### config.mk
export PLATFORM = sky130hd
export DESIGN_NAME = mem_access_unit
export DESIGN_NICKNAME = d
export VERILOG_FILES = /design/src/rtl/mem_pkg.sv /design/src/rtl/lsu_align.sv /design/src/rtl/mem_access_unit.sv
export SDC_FILE = /design/constraint.sdc
export NUM_CORES = 1
export LEC_CHECK = 0
export CAP_MARGIN = 20
export CELL_PAD_IN_SITES_DETAIL_PLACEMENT = 1
export CELL_PAD_IN_SITES_GLOBAL_PLACEMENT = 1
export CORE_MARGIN = 3
export CORE_UTILIZATION = 31
export CTS_CLUSTER_SIZE = 30
export DETAILED_ROUTE_END_ITERATION = 7
export PLACE_DENSITY = 0.83
export SYNTH_ARGS = -nofsm -noshare
export SYNTH_HDL_FRONTEND = slang
export SYNTH_SLANG_ARGS = --single-unit
### constraint.sdc
create_clock -name clk -period 4.5 [get_ports clk]
set_input_delay 0.45 -clock clk [delete_from_list [all_inputs] [get_ports clk]]
set_output_delay 0.45 -clock clk [all_outputs]
set_load 0.1 [all_outputs]
### src/rtl/mem_pkg.sv
// Shared encodings for the MEM-stage load/store unit.
package mem_pkg;

  // Load/store width encodings carried in instruction[14:12]
  localparam logic [2:0] F3_B  = 3'd0;
  localparam logic [2:0] F3_H  = 3'd1;
  localparam logic [2:0] F3_W  = 3'd2;
  localparam logic [2:0] F3_BU = 3'd4;
  localparam logic [2:0] F3_HU = 3'd5;

  typedef enum logic [1:0] {
    IDLE = 2'd0,
    REQ  = 2'd1,
    RSP  = 2'd2,
    DONE = 2'd3
  } mau_state_e;

endpackage

### src/rtl/lsu_align.sv
// Byte-lane steering for stores, legality/alignment decode, and load extraction.
module lsu_align
  import mem_pkg::*;
(
  input  logic [2:0]  funct3,
  input  logic [1:0]  off,
  input  logic [31:0] store_data,
  input  logic [2:0]  rsp_funct3,
  input  logic [1:0]  rsp_off,
  input  logic [31:0] rdata,
  output logic [3:0]  wstrb,
  output logic [31:0] wdata,
  output logic [31:0] load_data,
  output logic        load_legal,
  output logic        store_legal,
  output logic        aligned
);

  logic [7:0]  rd_byte;
  logic [15:0] rd_half;

  // Issue side: strobes, replicated data and legality for the incoming access
  always_comb begin
    wstrb       = 4'b0000;
    wdata       = store_data;
    aligned     = 1'b0;
    load_legal  = funct3 inside {F3_B, F3_H, F3_W, F3_BU, F3_HU};
    store_legal = funct3 inside {F3_B, F3_H, F3_W};
    case (funct3[1:0])
      2'd0: begin
        wstrb   = 4'b0001 << off;
        wdata   = {4{store_data[7:0]}};
        aligned = 1'b1;
      end
      2'd1: begin
        wstrb   = off[1] ? 4'b1100 : 4'b0011;
        wdata   = {2{store_data[15:0]}};
        aligned = ~off[0];
      end
      2'd2: begin
        wstrb   = 4'b1111;
        wdata   = store_data;
        aligned = (off == 2'b00);
      end
      default: begin
        wstrb   = 4'b0000;
        wdata   = store_data;
        aligned = 1'b0;
      end
    endcase
  end

  // Response side: pick the addressed lane from the returned word and extend it
  always_comb begin
    rd_byte = rdata[{rsp_off, 3'b000} +: 8];
    rd_half = rsp_off[1] ? rdata[31:16] : rdata[15:0];
    case (rsp_funct3)
      F3_B:    load_data = {{24{rd_byte[7]}}, rd_byte};
      F3_BU:   load_data = {24'd0, rd_byte};
      F3_H:    load_data = {{16{rd_half[15]}}, rd_half};
      F3_HU:   load_data = {16'd0, rd_half};
      default: load_data = rdata;
    endcase
  end

endmodule

### src/rtl/mem_access_unit.sv
// MEM-stage unit: runs one valid/ready data-memory transaction per load/store and
// stalls the pipeline until it completes, times out, or is rejected as a fault.
module mem_access_unit
  import mem_pkg::*;
#(
  parameter int unsigned TIMEOUT_CYCLES = 256,
  parameter int unsigned CNT_W          = 9
) (
  input  logic        clk,
  input  logic        rst,
  input  logic        load_in,
  input  logic        store_in,
  input  logic [31:0] addr_in,
  input  logic [31:0] store_data_in,
  input  logic [31:0] instruction_in,
  output logic        mem_req_valid,
  input  logic        mem_req_ready,
  output logic        mem_req_we,
  output logic [31:0] mem_req_addr,
  output logic [31:0] mem_req_wdata,
  output logic [3:0]  mem_req_wstrb,
  input  logic        mem_rsp_valid,
  input  logic [31:0] mem_rsp_rdata,
  output logic        stall_out,
  output logic [31:0] load_data_out,
  output logic        load_valid_out,
  output logic        fault_out,
  output logic        bus_error_out
);

  mau_state_e       state_q;
  logic [CNT_W-1:0] cnt_q;
  logic [31:2]      addr_q;
  logic [31:0]      wdata_q;
  logic [3:0]       wstrb_q;
  logic [2:0]       funct3_q;
  logic [1:0]       off_q;
  logic             we_q;
  logic [31:0]      load_data_q;
  logic             load_valid_q;
  logic             fault_q;
  logic             bus_error_q;

  logic [2:0]  funct3;
  logic [3:0]  al_wstrb;
  logic [31:0] al_wdata;
  logic [31:0] al_load_data;
  logic        al_load_legal;
  logic        al_store_legal;
  logic        al_aligned;
  logic        access;
  logic        ok_issue;
  logic        bad_issue;
  logic        timeout_hit;
  logic        unused_instr;

  assign funct3       = instruction_in[14:12];
  assign unused_instr = ^{instruction_in[31:15], instruction_in[11:0]};

  lsu_align u_align (
    .funct3      (funct3),
    .off         (addr_in[1:0]),
    .store_data  (store_data_in),
    .rsp_funct3  (funct3_q),
    .rsp_off     (off_q),
    .rdata       (mem_rsp_rdata),
    .wstrb       (al_wstrb),
    .wdata       (al_wdata),
    .load_data   (al_load_data),
    .load_legal  (al_load_legal),
    .store_legal (al_store_legal),
    .aligned     (al_aligned)
  );

  // Issue decode, timeout detect and the combinational stall
  always_comb begin
    access      = load_in ^ store_in;
    ok_issue    = access && al_aligned && (load_in ? al_load_legal : al_store_legal);
    bad_issue   = (load_in && store_in) || (access && !ok_issue);
    timeout_hit = (TIMEOUT_CYCLES != 0) && (cnt_q == CNT_W'(TIMEOUT_CYCLES - 1));
    stall_out   = ((state_q == IDLE) && ok_issue) || (state_q == REQ) || (state_q == RSP);
  end

  // Transaction FSM with registered pulses and latched request fields
  always_ff @(posedge clk) begin
    if (rst) begin
      state_q      <= IDLE;
      cnt_q        <= '0;
      addr_q       <= '0;
      wdata_q      <= '0;
      wstrb_q      <= '0;
      funct3_q     <= '0;
      off_q        <= '0;
      we_q         <= 1'b0;
      load_data_q  <= '0;
      load_valid_q <= 1'b0;
      fault_q      <= 1'b0;
      bus_error_q  <= 1'b0;
    end else begin
      load_valid_q <= 1'b0;
      fault_q      <= 1'b0;
      bus_error_q  <= 1'b0;
      case (state_q)
        IDLE: begin
          if (ok_issue) begin
            addr_q   <= addr_in[31:2];
            wdata_q  <= al_wdata;
            wstrb_q  <= store_in ? al_wstrb : 4'b0000;
            funct3_q <= funct3;
            off_q    <= addr_in[1:0];
            we_q     <= store_in;
            cnt_q    <= '0;
            state_q  <= REQ;
          end else if (bad_issue) begin
            fault_q <= 1'b1;
          end
        end
        REQ: begin
          cnt_q <= cnt_q + 1'b1;
          // Acceptance takes priority over a coincident timeout
          if (mem_req_ready) begin
            state_q <= we_q ? DONE : RSP;
          end else if (timeout_hit) begin
            bus_error_q <= 1'b1;
            state_q     <= DONE;
          end
        end
        RSP: begin
          cnt_q <= cnt_q + 1'b1;
          if (mem_rsp_valid) begin
            load_data_q  <= al_load_data;
            load_valid_q <= 1'b1;
            state_q      <= DONE;
          end else if (timeout_hit) begin
            bus_error_q <= 1'b1;
            state_q     <= DONE;
          end
        end
        // One idle beat so the same EX/MEM entry is not issued twice
        default: state_q <= IDLE;
      endcase
    end
  end

  assign mem_req_valid  = (state_q == REQ);
  assign mem_req_we     = we_q;
  assign mem_req_addr   = {addr_q, 2'b00};
  assign mem_req_wdata  = wdata_q;
  assign mem_req_wstrb  = wstrb_q;
  assign load_data_out  = load_data_q;
  assign load_valid_out = load_valid_q;
  assign fault_out      = fault_q;
  assign bus_error_out  = bus_error_q;

endmodule
==> results_dict.tcl <==
set metrics [dict create \
    grt_first_pass_wirelength_um 29600 \
    io_pins 240 \
    power_mw 3.57 \
    syn_inst 673 \
    min_path_type "reg -> reg" \
    cp_slowest_stage_delay_ps 450 \
    dp.cells 1051 \
    p_per_area_nw_per_um2 444 \
    cp.required_ps 4050 \
    end_kind "primary output" \
    status "finished, final reports clean" \
    area_growth_syn_to_layout_pct 53.9 \
    ctsHoldBuffers 0 \
    antennaDiodeCount 0 \
    wl_per_cell_um 17.5 \
    path_cells "clkdlybuf4s50_1 -> buf_4 -> o21ai_2 -> o2111a_1 -> and2_2 -> or3_1 -> buf_12" \
    postRouteWirelength_um 19000 \
    cts_buffers 17 \
    power.leakage_nw 2.82 \
    post_cts_resized 0 \
    rr_startpoint "state_q[0]$_SDFFE_PP0P_" \
    io_buffers 208 \
    clkPwrFrac_pct 39.3 \
    ys_seq_area_share_pct 45.2 \
    ys_seq_elements 118 \
    max_freq_ghz 0.351 \
    synthMuxAreaShare_pct 4.95 \
    setup_viol 0 \
    worst_path_max_delay_cell "clkdlybuf4s50_1" \
    dr.pass1.iters 4 \
    routabilityCongestion 0.793 \
    rr_worst_depth 6 \
    yosys.area_share.simple_pct 22.1 \
    finalNetCount 996 \
    grt_overflow 0 \
    clk_pin_slew_ps 50 \
    core-area_sq_um 16200 \
    rsz0062_at_grt "false" \
    grt_max_degree 100 \
    instances_no_fill 1084 \
    row_count 46 \
    cts_max_level 4 \
    tns_ps 0 \
    die_w_um 136 \
    p_comb_share_pct 28.6 \
    die_h_um 136 \
    drc 0 \
    dp_hpwl_um 13000 \
    first_global_vias 5598 \
    post-route-util_pct 49.7 \
    synth-async-reset-ratio_pct 0 \
    clock_latency_ps 410 \
    start_kind "input port" \
    synth_fa_ha_area_share_pct 1.68 \
    yosys_warnings 0 \
    final_max_slew_viol_count 0 \
    multi_input_area_sq_um 2610 \
    cts_tree "done" \
    synth-compound-area-share_pct 20.8 \
    worstHoldStart "addr_q[25]$_SDFFE_PP0P_" \
    peakVddDrop_mv 0.267 \
    seq_area_sq_um 2360 \
    worstPathArrival_ps 2400 \
    finClkSkew_ps 8.65 \
    critPathKind "in -> out" \
    cap_violations 0 \
    num_vias 5493 \
    clk_path_buf_depth 2 \
    timing.final.crit_share_pct 63.2 \
    hold_violations 0 \
    cp_max_fo 22 \
    period_minus_slack_ps 2850 \
    ff2ff_setup_slack_ps 1980 \
    sw_frac_of_total_pct 34.9 \
    cts_sinks 118 \
    initial_core_util_pct 32.3 \
    synth_top_family_by_area "simple AND/OR/NAND/NOR gates" \
    drtAntennaViolNets 0 \
    slew-limit-headroom_pct 27.1 \
    pwr-share-seq_pct 32.1 \
    synth.cell_area_sq_um 5230 \
    holdPathEnd "addr_q[25]$_SDFFE_PP0P_" \
    dieArea_sq_um 18500 \
    synth_edf_count 0 \
    grt_usage_pct 20.4 \
    avgSynthCellArea_sq_um 7.77 \
    fill_cells 1918 \
    first_iter_violations 168 \
    yosys.cell_types.count 46 \
    p_int_mw 2.32 \
    vias_per_cell 5.07 \
    antenna_found_initial 0 \
    drive_gt1_share_pct 5.88 \
    cts_setup_buffers 0 \
    switching_power_mw 1.25 \
    hold_depth 2 \
    timing.rr.end "mem_req_wdata[14]$_SDFFE_PP0P_" \
    synthXorXnorAreaFrac_pct 0.168 \
    ctsRootBufferMaster "clkbuf_16" \
    worst_pin_slew_ps 1090 \
    synthFlopType "dfxtp_1" \
]
==> kinds of logic (layout without fill, tap and decap cells) <==
kind of cell | after synthesis | in the layout
other | 1 | 2
adders and majority gates | 7 | 7
buffers and inverters | 64 | 258
and+or+nand+nor | 271 | 271
muxes | 25 | 25
AOI/OAI and AO/OA | 186 | 186
DFF | 118 | 118
xor gates and xnor gates | 1 | 1
==> critical path, delay by kind of cell <==
| family | cells | cell delay, ps |
|---|---|---|
| and+or+nand+nor | 2 | 740 |
| buffers and inverters | 3 | 920 |
| AOI/OAI and AO/OA | 2 | 270 |
==> placed cells by master, fill, tap and decap left out, drive strengths merged, types with 8 or more instances in the layout <==
master           n
a211oi          17
a21oi           82
a311oi           9
a31oi            8
buf             11
clkbuf          24
clkdlybuf4s50  206
dfxtp          118
inv              9
mux2i           18
nand2          175
nand3b           9
nor2            37
nor3            18
o21ai           45
o22ai            9
==> per-layer routing <==
metal,vias up,wire (um),track usage [%]
li1,2690,-,-
met2,185,8810,34.1
met1,2600,7910,23.7
met5,-,0,0
met4,0,244,5.99
met3,18,2020,9.22
==> power by group through the flow <==
stage | sequential (mW) | clock (mW) | combinational, mW
after global routing | 1.16 | 1.49 | 1.07
after CTS | 1.15 | 1.43 | 1.03
after floorplan | 1.55 | 0 | 0.330
after detailed placement | 1.17 | 0 | 1.02
after global placement | 1.17 | 0 | 1.01
final | 1.15 | 1.40 | 1.02
==> state kept, by name, indices dropped and copies added (netlist names) <==
| name | flops |
|---|---|
| addr_q | 30 |
| bus_error_out | 1 |
| cnt_q | 9 |
| fault_out | 1 |
| funct3_q | 3 |
| load_data_out | 32 |
| load_valid_out | 1 |
| mem_req_wdata | 32 |
| mem_req_we | 1 |
| mem_req_wstrb | 4 |
| off_q | 2 |
| state_q | 2 |
==> how the worst max path moves through the flow <==
stage	start	end	slack [ps]	cells past startpoint
after floorplan	load_in	stall_out	1860	6
after global placement	store_in	mem_req_wstrb[1]$_SDFFE_PP0P_	1500	7
after detailed placement	store_in	mem_req_wdata[9]$_SDFFE_PP0P_	1480	7
after CTS	instruction_in[12]	stall_out	1650	7
after global routing	instruction_in[12]	stall_out	1550	7
final	instruction_in[12]	stall_out	1650	7
==> through the flow <==
stage	cell area, sq um	hold WS [ps]	worst slack [ps]
floorplan	5230	445	1860
global placement	7420	441	1500
detailed placement	7420	448	1480
CTS	8040	453	1650
global route	8040	464	1550
finish	8040	452	1650
==> synthesized netlist by cell type (7+ instances only) <==
cell      count  area (sq um)
a21oi_1      82           410
a211oi_1     17           128
o22ai_1       9          56.3
nor2_1       37           139
mux2i_1      18           180
mux2_2        7          78.8
a31oi_1       8          50.1
dfxtp_1     118          2360
nor3_1       18          90.1
clkbuf_1     39           146
ha_1          7          87.6
o21ai_0      42           210
a311oi_1      9          78.8
inv_1         9          33.8
nand3b_1      9          67.6
buf_1         8          30.0
nand2_1     175           657
==> final cells by class <==
| class | count | share of cell area (%) |
|---|---|---|
| repair buffers | 217 | 26.8 |
| clock inverters | 8 | 1.49 |
| inverters | 9 | 0.420 |
| well taps | 216 | 3.36 |
| clock buffers | 24 | 6.11 |
| multi-input cells | 492 | 32.4 |
| flip-flops and latches | 118 | 29.4 |
(Power assumes the default switching activity.)
